--- config.mk ---
export PLATFORM = sky130hd
export DESIGN_NAME = s38417_phase_sel_gen
export DESIGN_NICKNAME = d
export VERILOG_FILES = /design/src/rtl/s38417_pkg.sv /design/src/rtl/s38417_word_bank.sv /design/src/rtl/s38417_phase_sel_gen.sv
export SDC_FILE = /design/constraint.sdc
export NUM_CORES = 1
export LEC_CHECK = 0
export BUFFER_PORTS_ARGS = -buffer_cell sky130_fd_sc_hd__buf_2
export CAP_MARGIN = 25
export CORE_MARGIN = 10
export CORE_UTILIZATION = 54
export CTS_CLUSTER_SIZE = 12
export DETAILED_ROUTE_END_ITERATION = 8
export PLACE_DENSITY = 0.83
export SLEW_MARGIN = 10
export SYNTH_ARGS = -nofsm -noshare
export SYNTH_HDL_FRONTEND = slang
export SYNTH_SLANG_ARGS = --single-unit
--- constraint.sdc ---
create_clock -name clk -period 2.75 [get_ports clk]
set_clock_uncertainty 0.05 [all_clocks]
set_input_delay 0.55 -clock clk [delete_from_list [all_inputs] [get_ports clk]]
set_output_delay 0.55 -clock clk [all_outputs]
set_load 0.05 [all_outputs]
--- src/rtl/s38417_pkg.sv ---
// Shared types and helpers for the s38417 phase-select driver.
// Both the top and the word bank import this package.
package s38417_pkg;

    typedef logic [2:0] phase_sel_t;

    localparam phase_sel_t SEL_NONE = 3'b000;
    localparam phase_sel_t SEL_P0   = 3'b001;
    localparam phase_sel_t SEL_P1   = 3'b010;
    localparam phase_sel_t SEL_P2   = 3'b100;

    typedef enum logic [1:0] {
        ST_IDLE  = 2'd0,
        ST_PHASE = 2'd1,
        ST_GAP   = 2'd2,
        ST_DONE  = 2'd3
    } phase_state_e;

    function automatic phase_sel_t phase_to_sel(input logic [1:0] ph);
        phase_sel_t s;
        case (ph)
            2'd0:    s = SEL_P0;
            2'd1:    s = SEL_P1;
            2'd2:    s = SEL_P2;
            default: s = SEL_NONE;
        endcase
        return s;
    endfunction

    // Picks the bit of a code word that is driven during phase ph.
    function automatic logic word_bit(input logic [2:0] w, input logic [1:0] ph);
        logic b;
        case (ph)
            2'd0:    b = w[0];
            2'd1:    b = w[1];
            2'd2:    b = w[2];
            default: b = 1'b0;
        endcase
        return b;
    endfunction

endpackage

--- src/rtl/s38417_word_bank.sv ---
// Bank of NWORDS 3-bit code words with range-checked writes and a sticky error flag.
// The read port forwards a same-cycle write so a frame started together with a write sees it.
module s38417_word_bank
    import s38417_pkg::*;
#(
    parameter int NWORDS = 15
) (
    input  logic              clk,
    input  logic              rst_n,
    input  logic              we,
    input  logic [3:0]        addr,
    input  logic [2:0]        wdata,
    input  logic              wr_open,
    input  logic [1:0]        rd_phase,
    output logic [NWORDS-1:0] rd_bits,
    output logic              err
);

    logic [2:0] bank_r [NWORDS];
    logic       err_r;
    logic       addr_ok_s;
    logic       wr_ok_s;

    assign addr_ok_s = ({1'b0, addr} < 5'(NWORDS));
    assign wr_ok_s   = we & wr_open & addr_ok_s;
    assign err       = err_r;

    // Word storage and sticky error capture.
    always_ff @(posedge clk or negedge rst_n) begin
        if (!rst_n) begin
            for (int i = 0; i < NWORDS; i++) begin
                bank_r[i] <= 3'b000;
            end
            err_r <= 1'b0;
        end else begin
            for (int i = 0; i < NWORDS; i++) begin
                if (wr_ok_s && (addr == 4'(i))) begin
                    bank_r[i] <= wdata;
                end
            end
            if (we && !(wr_open && addr_ok_s)) begin
                err_r <= 1'b1;
            end
        end
    end

    // Phase slice of every word, with write forwarding.
    always_comb begin
        rd_bits = '0;
        for (int i = 0; i < NWORDS; i++) begin
            if (wr_ok_s && (addr == 4'(i))) begin
                rd_bits[i] = word_bit(wdata, rd_phase);
            end else begin
                rd_bits[i] = word_bit(bank_r[i], rd_phase);
            end
        end
    end

endmodule

--- src/rtl/s38417_phase_sel_gen.sv ---
// Drives the 3-phase one-hot select bus and per-phase word bits for the s38417 compare cone.
// A frame walks phases 0..2, each held HOLD_CYC cycles with GAP_CYC idle cycles in between.
module s38417_phase_sel_gen
    import s38417_pkg::*;
#(
    parameter int NWORDS   = 15,
    parameter int HOLD_CYC = 2,
    parameter int GAP_CYC  = 1
) (
    input  logic              clk,
    input  logic              rst_n,
    input  logic              start,
    input  logic              cfg_we,
    input  logic [3:0]        cfg_addr,
    input  logic [2:0]        cfg_wdata,
    output logic              busy,
    output phase_sel_t        sel,
    output logic [NWORDS-1:0] word_bits,
    output logic              frame_valid,
    output logic              done,
    output logic              cfg_err
);

    if (NWORDS < 1 || NWORDS > 16) begin : g_bad_nwords
        $error("NWORDS must be in 1..16");
    end
    if (HOLD_CYC < 1 || HOLD_CYC > 15) begin : g_bad_hold
        $error("HOLD_CYC must be in 1..15");
    end
    if (GAP_CYC < 0 || GAP_CYC > 15) begin : g_bad_gap
        $error("GAP_CYC must be in 0..15");
    end

    localparam logic [3:0] HOLD_LAST = 4'(HOLD_CYC - 1);
    localparam logic [3:0] GAP_LAST  = 4'(GAP_CYC - 1);
    localparam bit         HAS_GAP   = (GAP_CYC > 0);

    phase_state_e      state_r;
    logic [1:0]        phase_r;
    logic [3:0]        cnt_r;
    logic              busy_r;
    phase_sel_t        sel_r;
    logic [NWORDS-1:0] word_bits_r;
    logic              frame_valid_r;
    logic              done_r;

    logic              pres_s;
    logic [1:0]        pres_phase_s;
    logic [NWORDS-1:0] rd_bits_s;
    logic              hold_end_s;
    logic              gap_end_s;

    assign hold_end_s = (cnt_r == HOLD_LAST);
    assign gap_end_s  = (cnt_r == GAP_LAST);

    s38417_word_bank #(
        .NWORDS (NWORDS)
    ) u_bank (
        .clk      (clk),
        .rst_n    (rst_n),
        .we       (cfg_we),
        .addr     (cfg_addr),
        .wdata    (cfg_wdata),
        .wr_open  (state_r == ST_IDLE),
        .rd_phase (pres_phase_s),
        .rd_bits  (rd_bits_s),
        .err      (cfg_err)
    );

    // Which phase, if any, is presented in the next cycle; feeds the registered outputs.
    always_comb begin
        pres_s       = 1'b0;
        pres_phase_s = phase_r;
        case (state_r)
            ST_IDLE: begin
                pres_s       = start;
                pres_phase_s = 2'd0;
            end
            ST_PHASE: begin
                if (!hold_end_s) begin
                    pres_s = 1'b1;
                end else if ((phase_r != 2'd2) && !HAS_GAP) begin
                    pres_s       = 1'b1;
                    pres_phase_s = phase_r + 2'd1;
                end else begin
                    pres_s = 1'b0;
                end
            end
            ST_GAP: begin
                if (gap_end_s) begin
                    pres_s       = 1'b1;
                    pres_phase_s = phase_r + 2'd1;
                end else begin
                    pres_s = 1'b0;
                end
            end
            ST_DONE: pres_s = 1'b0;
            default: pres_s = 1'b0;
        endcase
    end

    // Frame FSM, counters and registered outputs.
    always_ff @(posedge clk or negedge rst_n) begin
        if (!rst_n) begin
            state_r       <= ST_IDLE;
            phase_r       <= 2'd0;
            cnt_r         <= 4'd0;
            busy_r        <= 1'b0;
            sel_r         <= SEL_NONE;
            word_bits_r   <= '0;
            frame_valid_r <= 1'b0;
            done_r        <= 1'b0;
        end else begin
            sel_r         <= pres_s ? phase_to_sel(pres_phase_s) : SEL_NONE;
            frame_valid_r <= pres_s;
            word_bits_r   <= pres_s ? rd_bits_s : '0;
            done_r        <= 1'b0;
            case (state_r)
                ST_IDLE: begin
                    if (start) begin
                        state_r <= ST_PHASE;
                        phase_r <= 2'd0;
                        cnt_r   <= 4'd0;
                        busy_r  <= 1'b1;
                    end
                end
                ST_PHASE: begin
                    if (hold_end_s) begin
                        cnt_r <= 4'd0;
                        if (phase_r == 2'd2) begin
                            state_r <= ST_DONE;
                            done_r  <= 1'b1;
                        end else if (HAS_GAP) begin
                            state_r <= ST_GAP;
                        end else begin
                            phase_r <= phase_r + 2'd1;
                        end
                    end else begin
                        cnt_r <= cnt_r + 4'd1;
                    end
                end
                ST_GAP: begin
                    if (gap_end_s) begin
                        state_r <= ST_PHASE;
                        phase_r <= phase_r + 2'd1;
                        cnt_r   <= 4'd0;
                    end else begin
                        cnt_r <= cnt_r + 4'd1;
                    end
                end
                ST_DONE: begin
                    state_r <= ST_IDLE;
                    busy_r  <= 1'b0;
                end
                default: begin
                    state_r <= ST_IDLE;
                    busy_r  <= 1'b0;
                end
            endcase
        end
    end

    assign busy        = busy_r;
    assign sel         = sel_r;
    assign word_bits   = word_bits_r;
    assign frame_valid = frame_valid_r;
    assign done        = done_r;

    a_sel_onehot0: assert property (@(posedge clk) disable iff (!rst_n) $onehot0(sel_r));

endmodule
* Word level (Yosys, flattened, before mapping)
Index checks and enable logic that the tools add are counted.
Cells by class: mux-type cells 55, bitwise operators 2, equal/unequal tests 24, $add $sub $neg 2, reductions and logical operators 29, magnitude comparators 1
Operator list (count):
- 1-bit case mux with 3 select lines | 16
- 4-bit equality test (second input constant) | 7
- 1-bit 2-to-1 mux | 22
- 1-bit logical AND | 17
- 4-bit by 3-bit equality test with 1-bit output (second input constant) | 4
- 15-bit 2-to-1 mux | 1
- 4-bit 2-to-1 mux | 3
- 4-bit case mux with 3 select lines | 1
- 2-bit 2-to-1 mux | 5
- 3-bit case mux with 3 select lines | 1
- 2-bit equality test (second input constant) | 4
- 4-bit by 1-bit equality test with 1-bit output (second input constant) | 2
- 4-bit by 2-bit equality test with 1-bit output (second input constant) | 2
- 4-bit zero test | 2
- 2-bit case mux with 2 select lines | 2
- 2-bit case mux with 4 select lines | 1
- 2-bit != test (second input constant) | 3
- 2-bit AND reduction | 3
- 4-bit by 1-bit adder with 4-bit output (second input constant) | 1
- 2-bit by 1-bit equality test with 1-bit output (second input constant) | 2
- 2-bit zero test | 2
- 4-bit < comparator (second input constant) | 1
- 1-bit case mux with 4 select lines | 1
- 2-bit nonzero test | 2
- 7 further kinds | 8
Word-level totals: register bits after elaboration 75

* Depth between registers and ports, before layout
depth after elaboration 7, mapped depth 11, mapped depth without buffers 8

* Hierarchy
From an unflattened synthesis, not the netlist that was laid out.
Second synthesis, totals: cell total of the unflattened synthesis 286, area total of the unflattened synthesis 3599.7 um2
By module, submodules not included:
- s38417_word_bank | cells an instance 175, sequential area each 1151.1 um2, area each 2336.0 um2, instances 1
- s38417_phase_sel_gen | cells an instance 111, sequential area each 725.7 um2, area each 1263.7 um2, instances 1

* Worst setup path after synthesis
No wires, ideal clock.
path kind flip-flop to flip-flop, start point register phase_r[0], end point register word_bits_r[13], in the netlist word_bits[13], cell stages (with the launch flop) 11, path buffers 2, library setup time 141 ps, slack 95 ps, data arrival time 2463 ps, cells stage by stage dfrtp_1 > clkbuf_1 > inv_1 > ha_1 > nor4b_1 > a21oi_2 > o21ai_2 > buf_6 > mux2_4 > a221oi_2 > a211oi_2
Between the ends: word-level cells in the longest chain between the ends 7, elaborated cells between the ends (all ways) 10, classes of those cells add/sub: 1; eq/ne: 2; mux: 6; reduce/logical: 1
RTL lines:
- from (decl) | line s38417_phase_sel_gen.sv:39 | logic [1:0] phase_r;
- from (signal assigned) | line s38417_phase_sel_gen.sv:136 | phase_r <= phase_r + 2'd1;
- from (signal assigned) | line s38417_phase_sel_gen.sv:145 | phase_r <= phase_r + 2'd1;
- 2-bit by 1-bit adder with 2-bit output | line s38417_phase_sel_gen.sv:92 | pres_phase_s = phase_r + 2'd1;
- 2-bit 2-to-1 mux | line s38417_phase_sel_gen.sv:90 | if (gap_end_s) begin
- 2-bit case mux with 2 select lines * | line s38417_phase_sel_gen.sv:74 | case (state_r)
- 2-bit equality test, or another cell as far along | line s38417_pkg.sv:33 | case (ph)
- 1-bit case mux with 3 select lines | line s38417_pkg.sv:33
- 1-bit 2-to-1 mux * | line s38417_word_bank.sv:51 | if (wr_ok_s && (addr == 4'(i))) begin
- 15-bit 2-to-1 mux * | line s38417_phase_sel_gen.sv:116 | word_bits_r <= pres_s ? rd_bits_s : '0;
- to (signal assigned) | line s38417_phase_sel_gen.sv:116
- to (decl) | line s38417_phase_sel_gen.sv:43 | logic [NWORDS-1:0] word_bits_r;
Mark *: on every way between the ends. The rest lies on a longest branch, timed or not. A chain may end at the register's enable or synchronous reset.

* Worst setup path after layout
start point register cnt_r[1], end point register word_bits_r[10], in the netlist word_bits[10]
Between the ends: word-level cells in the longest chain between the ends 7, elaborated cells between the ends (all ways) 14, classes of those cells eq/ne: 3; mux: 9; reduce/logical: 2
RTL lines:
- from (decl) | line s38417_phase_sel_gen.sv:40 | logic [3:0] cnt_r;
- from (signal assigned) | line s38417_phase_sel_gen.sv:139 | cnt_r <= cnt_r + 4'd1;
- from (signal assigned) | line s38417_phase_sel_gen.sv:148 | cnt_r <= cnt_r + 4'd1;
- 4-bit zero test | line s38417_phase_sel_gen.sv:54 | assign gap_end_s = (cnt_r == GAP_LAST);
- 2-bit 2-to-1 mux | line s38417_phase_sel_gen.sv:90
- 2-bit case mux with 2 select lines | line s38417_phase_sel_gen.sv:74
- 2-bit equality test, or another cell as far along | line s38417_pkg.sv:33
- 1-bit case mux with 3 select lines | line s38417_pkg.sv:33
- 1-bit 2-to-1 mux | line s38417_word_bank.sv:51
- 15-bit 2-to-1 mux * | line s38417_phase_sel_gen.sv:116
Marks and branches as above.

==> metrics <==
outcome=finished clean; fin crit period=approximately 2.6 ns; drt wl/cell=17.5 um; via density per instance=about 5.9; Num CTS Buffers=9; slew margin rel.=between 30% and 40%; syn nets=about 360; final worst path period share=a little over nine tenths; GRT Util Overall=15.8%; crit path from=cnt_r[1]$_DFFE_PN0P_; IR drop worst, VDD=between 0.5 and 0.6 mV; Die Span Y=~100 um; register area share after synthesis=approximately 50%; crit path cell chain=inv_1, ha_1, or3b_1, a21oi_2, o21ai_2, mux2_4, a21oi_4, buf_4, a211oi_2; crit path capture=word_bits[10]$_DFF_PN0_; setup_tns=0 ns; top cells by count, synth=dfrtp_1, nand2_1, mux2_2; first-pass GRT wire length=between 10 and 15 mm; Placed Cells=approximately 480; Non-Filler Instances=around 490; R2R Setup Slk=between 0.1 and 0.15 ns; Synth area leader=dfrtp_1; Pleak=1.99 nW; Vias=~2.9k; CTS tree=done; Die X=roughly 100 um; max frequency=roughly 380 MHz; Root Driver=clkbuf_8; Worst Tran Pin Value=around 0.92 ns; I/O pins=33; post-DP HPWL=6.09 mm; reg2reg end=word_bits[10]$_DFF_PN0_; clock-pin slew on the worst setup and hold paths=around 0.07 ns; Routed WL=about 8.6 mm; final-stage net count=410; initial antenna violation count=0; vias in the first global route=approximately 2.8k; H-tree lvl count=3; Post-Syn Area per Cell=between 10 and 15 um^2; Power Dens Cells=between 1000 and 1500 nW/um^2; largest net degree at the start of global routing=76; Starting Density=~55%; crit path launch type=flop; antenna cell count=0; Synth Flop Type=dfrtp_1; yosys warns=0; TritonRoute pass-1 iters=4; unrepaired setup endpoints after global routing=false; Slowest-stage cell, CP=or3b_1; final hold vios=0; asr flop ratio synth=100%; worst skew pair latency=0.35 ns; Cells after Synth=around 350; min-delay worst type=in2async; data required time at the worst endpoint=between 2 and 3 ns; Port Buf Inserts=32; area of the mapped netlist=roughly 3800 um^2; most common cell in the netlist=dfrtp_1; setup bufs post-CTS=0; maximum root-to-sink buffer count=2; ANT nets after route=0; Synth top area share=between 40% and 50%; row cnt=30; DRC=0; worst r2r src=cnt_r[1]$_DFFE_PN0P_; Synth area leaders=dfrtp_1, mux2_2, nand2_1, a221oi_1, a211oi_2; gp weighted congestion=approximately 0.9; final setup fails=0; synth unique cells=54; Yosys reg bits=75; WS Path Type=reg2reg; Post-synth EDFFs=0; MaxCap Viol Count=0; CP peak stage delay=between 0.4 and 0.5 ns; Crit. End Element=flop; Placeable Area=slightly below 7000 um^2; Sink Count=75; GR Overflow Total=0; Die ar.=~11,000 um^2; initial drt markers=roughly 180; WP data arrival=roughly 2.8 ns; Slew Limit Fails=0; layout cell share with drive strength beyond 1=between 30 and 40%; area growth from synthesis to layout=13.4%; R2R depth=9; crit path max fanout=8
## report_power, final
group	internal (mW)	leakage, nW	switching [mW]	total [mW]
sequential	1.55	0.978	0.254	1.80
clock	0.351	0.0863	0.399	0.750
combinational	0.946	0.925	1.44	2.38
## worst max-delay path: cells and delay by family, from the launching register on
family | cells | cell delay (ns)
AOI/OAI and AO/OA | 4 | 0.63
and+or+nand+nor | 1 | 0.48
DFF | 1 | 0.41
muxes | 1 | 0.34
buffers and inverters | 2 | 0.32
adders and majority gates | 1 | 0.26
## per-layer routing
layer  share of wire (%)  GRT usage (%)  up-vias
li1                    -              -     1336
met1                  45           21.1     1434
met2                  47           24.2       97
met3                 5.9           3.53       12
met4                 1.5           6.15        0
met5                   0              0        -
## cell usage in the layout, fill, tap and decap left out, types with 4 or more instances in the layout
master	count
dfrtp_1	75
nand2_1	64
mux2_2	35
buf_2	31
buf_4	20
nor2_1	18
o21ai_0	13
a221oi_1	12
clkbuf_8	10
inv_1	8
a211oi_2	8
nor3_1	8
ha_1	8
or3_1	6
nand3_1	6
nand2b_1	5
a221oi_2	5
mux2_4	4
a21oi_1	4
## area by class of cell
type / count / area (um^2)
Fill cell: 512 / 2520
Sequential cell: 75 / 1880
Multi-Input combinational cell: 246 / 1770
Timing Repair Buffer: 51 / 305
Clock buffer: 12 / 145
Tap cell: 96 / 120
Inverter: 8 / 30.0
Clock inverter: 4 / 26.3
## metrics by stage
step | total power, mW | setup WS (ns) | util, % | area, um^2 | hold slack, ns
after floorplan | 3.56 | 0.0953 | - | 3770 | 0.204
after global placement | 4.07 | 0.207 | 60.3 | 4100 | 0.388
after detailed placement | 4.17 | 0.169 | 60.3 | 4100 | 0.396
after global routing | 5.24 | 0.00202 | 62.9 | 4270 | 0.362
after CTS | 4.92 | 0.141 | 62.8 | 4270 | 0.318
final | 4.93 | 0.132 | 62.9 | 4270 | 0.277
## what timing repair did
item,CTS,global route
setup endpoints to repair,0,5
hold buffers,0,0
resized for setup,0,1
## flip-flops by register name (all words and copies together), names as in the netlist
signal,flops
u_bank.bank_r,45
word_bits,15
cnt_r,4
sel,3
phase_r,2
state_r,2
busy,1
done,1
frame_valid,1
u_bank.err,1
## worst min path at each step
stage	endpoint	slack, ns	from	cells past startpoint
after floorplan	busy$_DFFE_PN0P_	0.20	rst_n	0
after global placement	u_bank.err$_DFFE_PN0P_	0.39	u_bank.err$_DFFE_PN0P_	1
after detailed placement	u_bank.err$_DFFE_PN0P_	0.40	u_bank.err$_DFFE_PN0P_	1
after CTS	u_bank.bank_r[39]$_DFFE_PN0P_	0.32	rst_n	1
after global routing	u_bank.bank_r[7]$_DFFE_PN0P_	0.36	rst_n	1
final	u_bank.bank_r[9]$_DFFE_PN0P_	0.28	rst_n	1
## kinds of logic (layout without fill, tap and decap cells)
group,Yosys count,count (layout),synth area share [%]
multiplexers,41,41,12.6
AO/OA/AOI/OAI,66,66,15.2
AND/OR/NAND/NOR,130,130,16.2
XOR/XNOR,1,1,0.232
adder cells (fa/ha/maj),8,8,2.66
buffers and inverters,24,75,3.39
flip-flops,75,75,49.8
No activity file was read; power rests on OpenSTA's default activity.
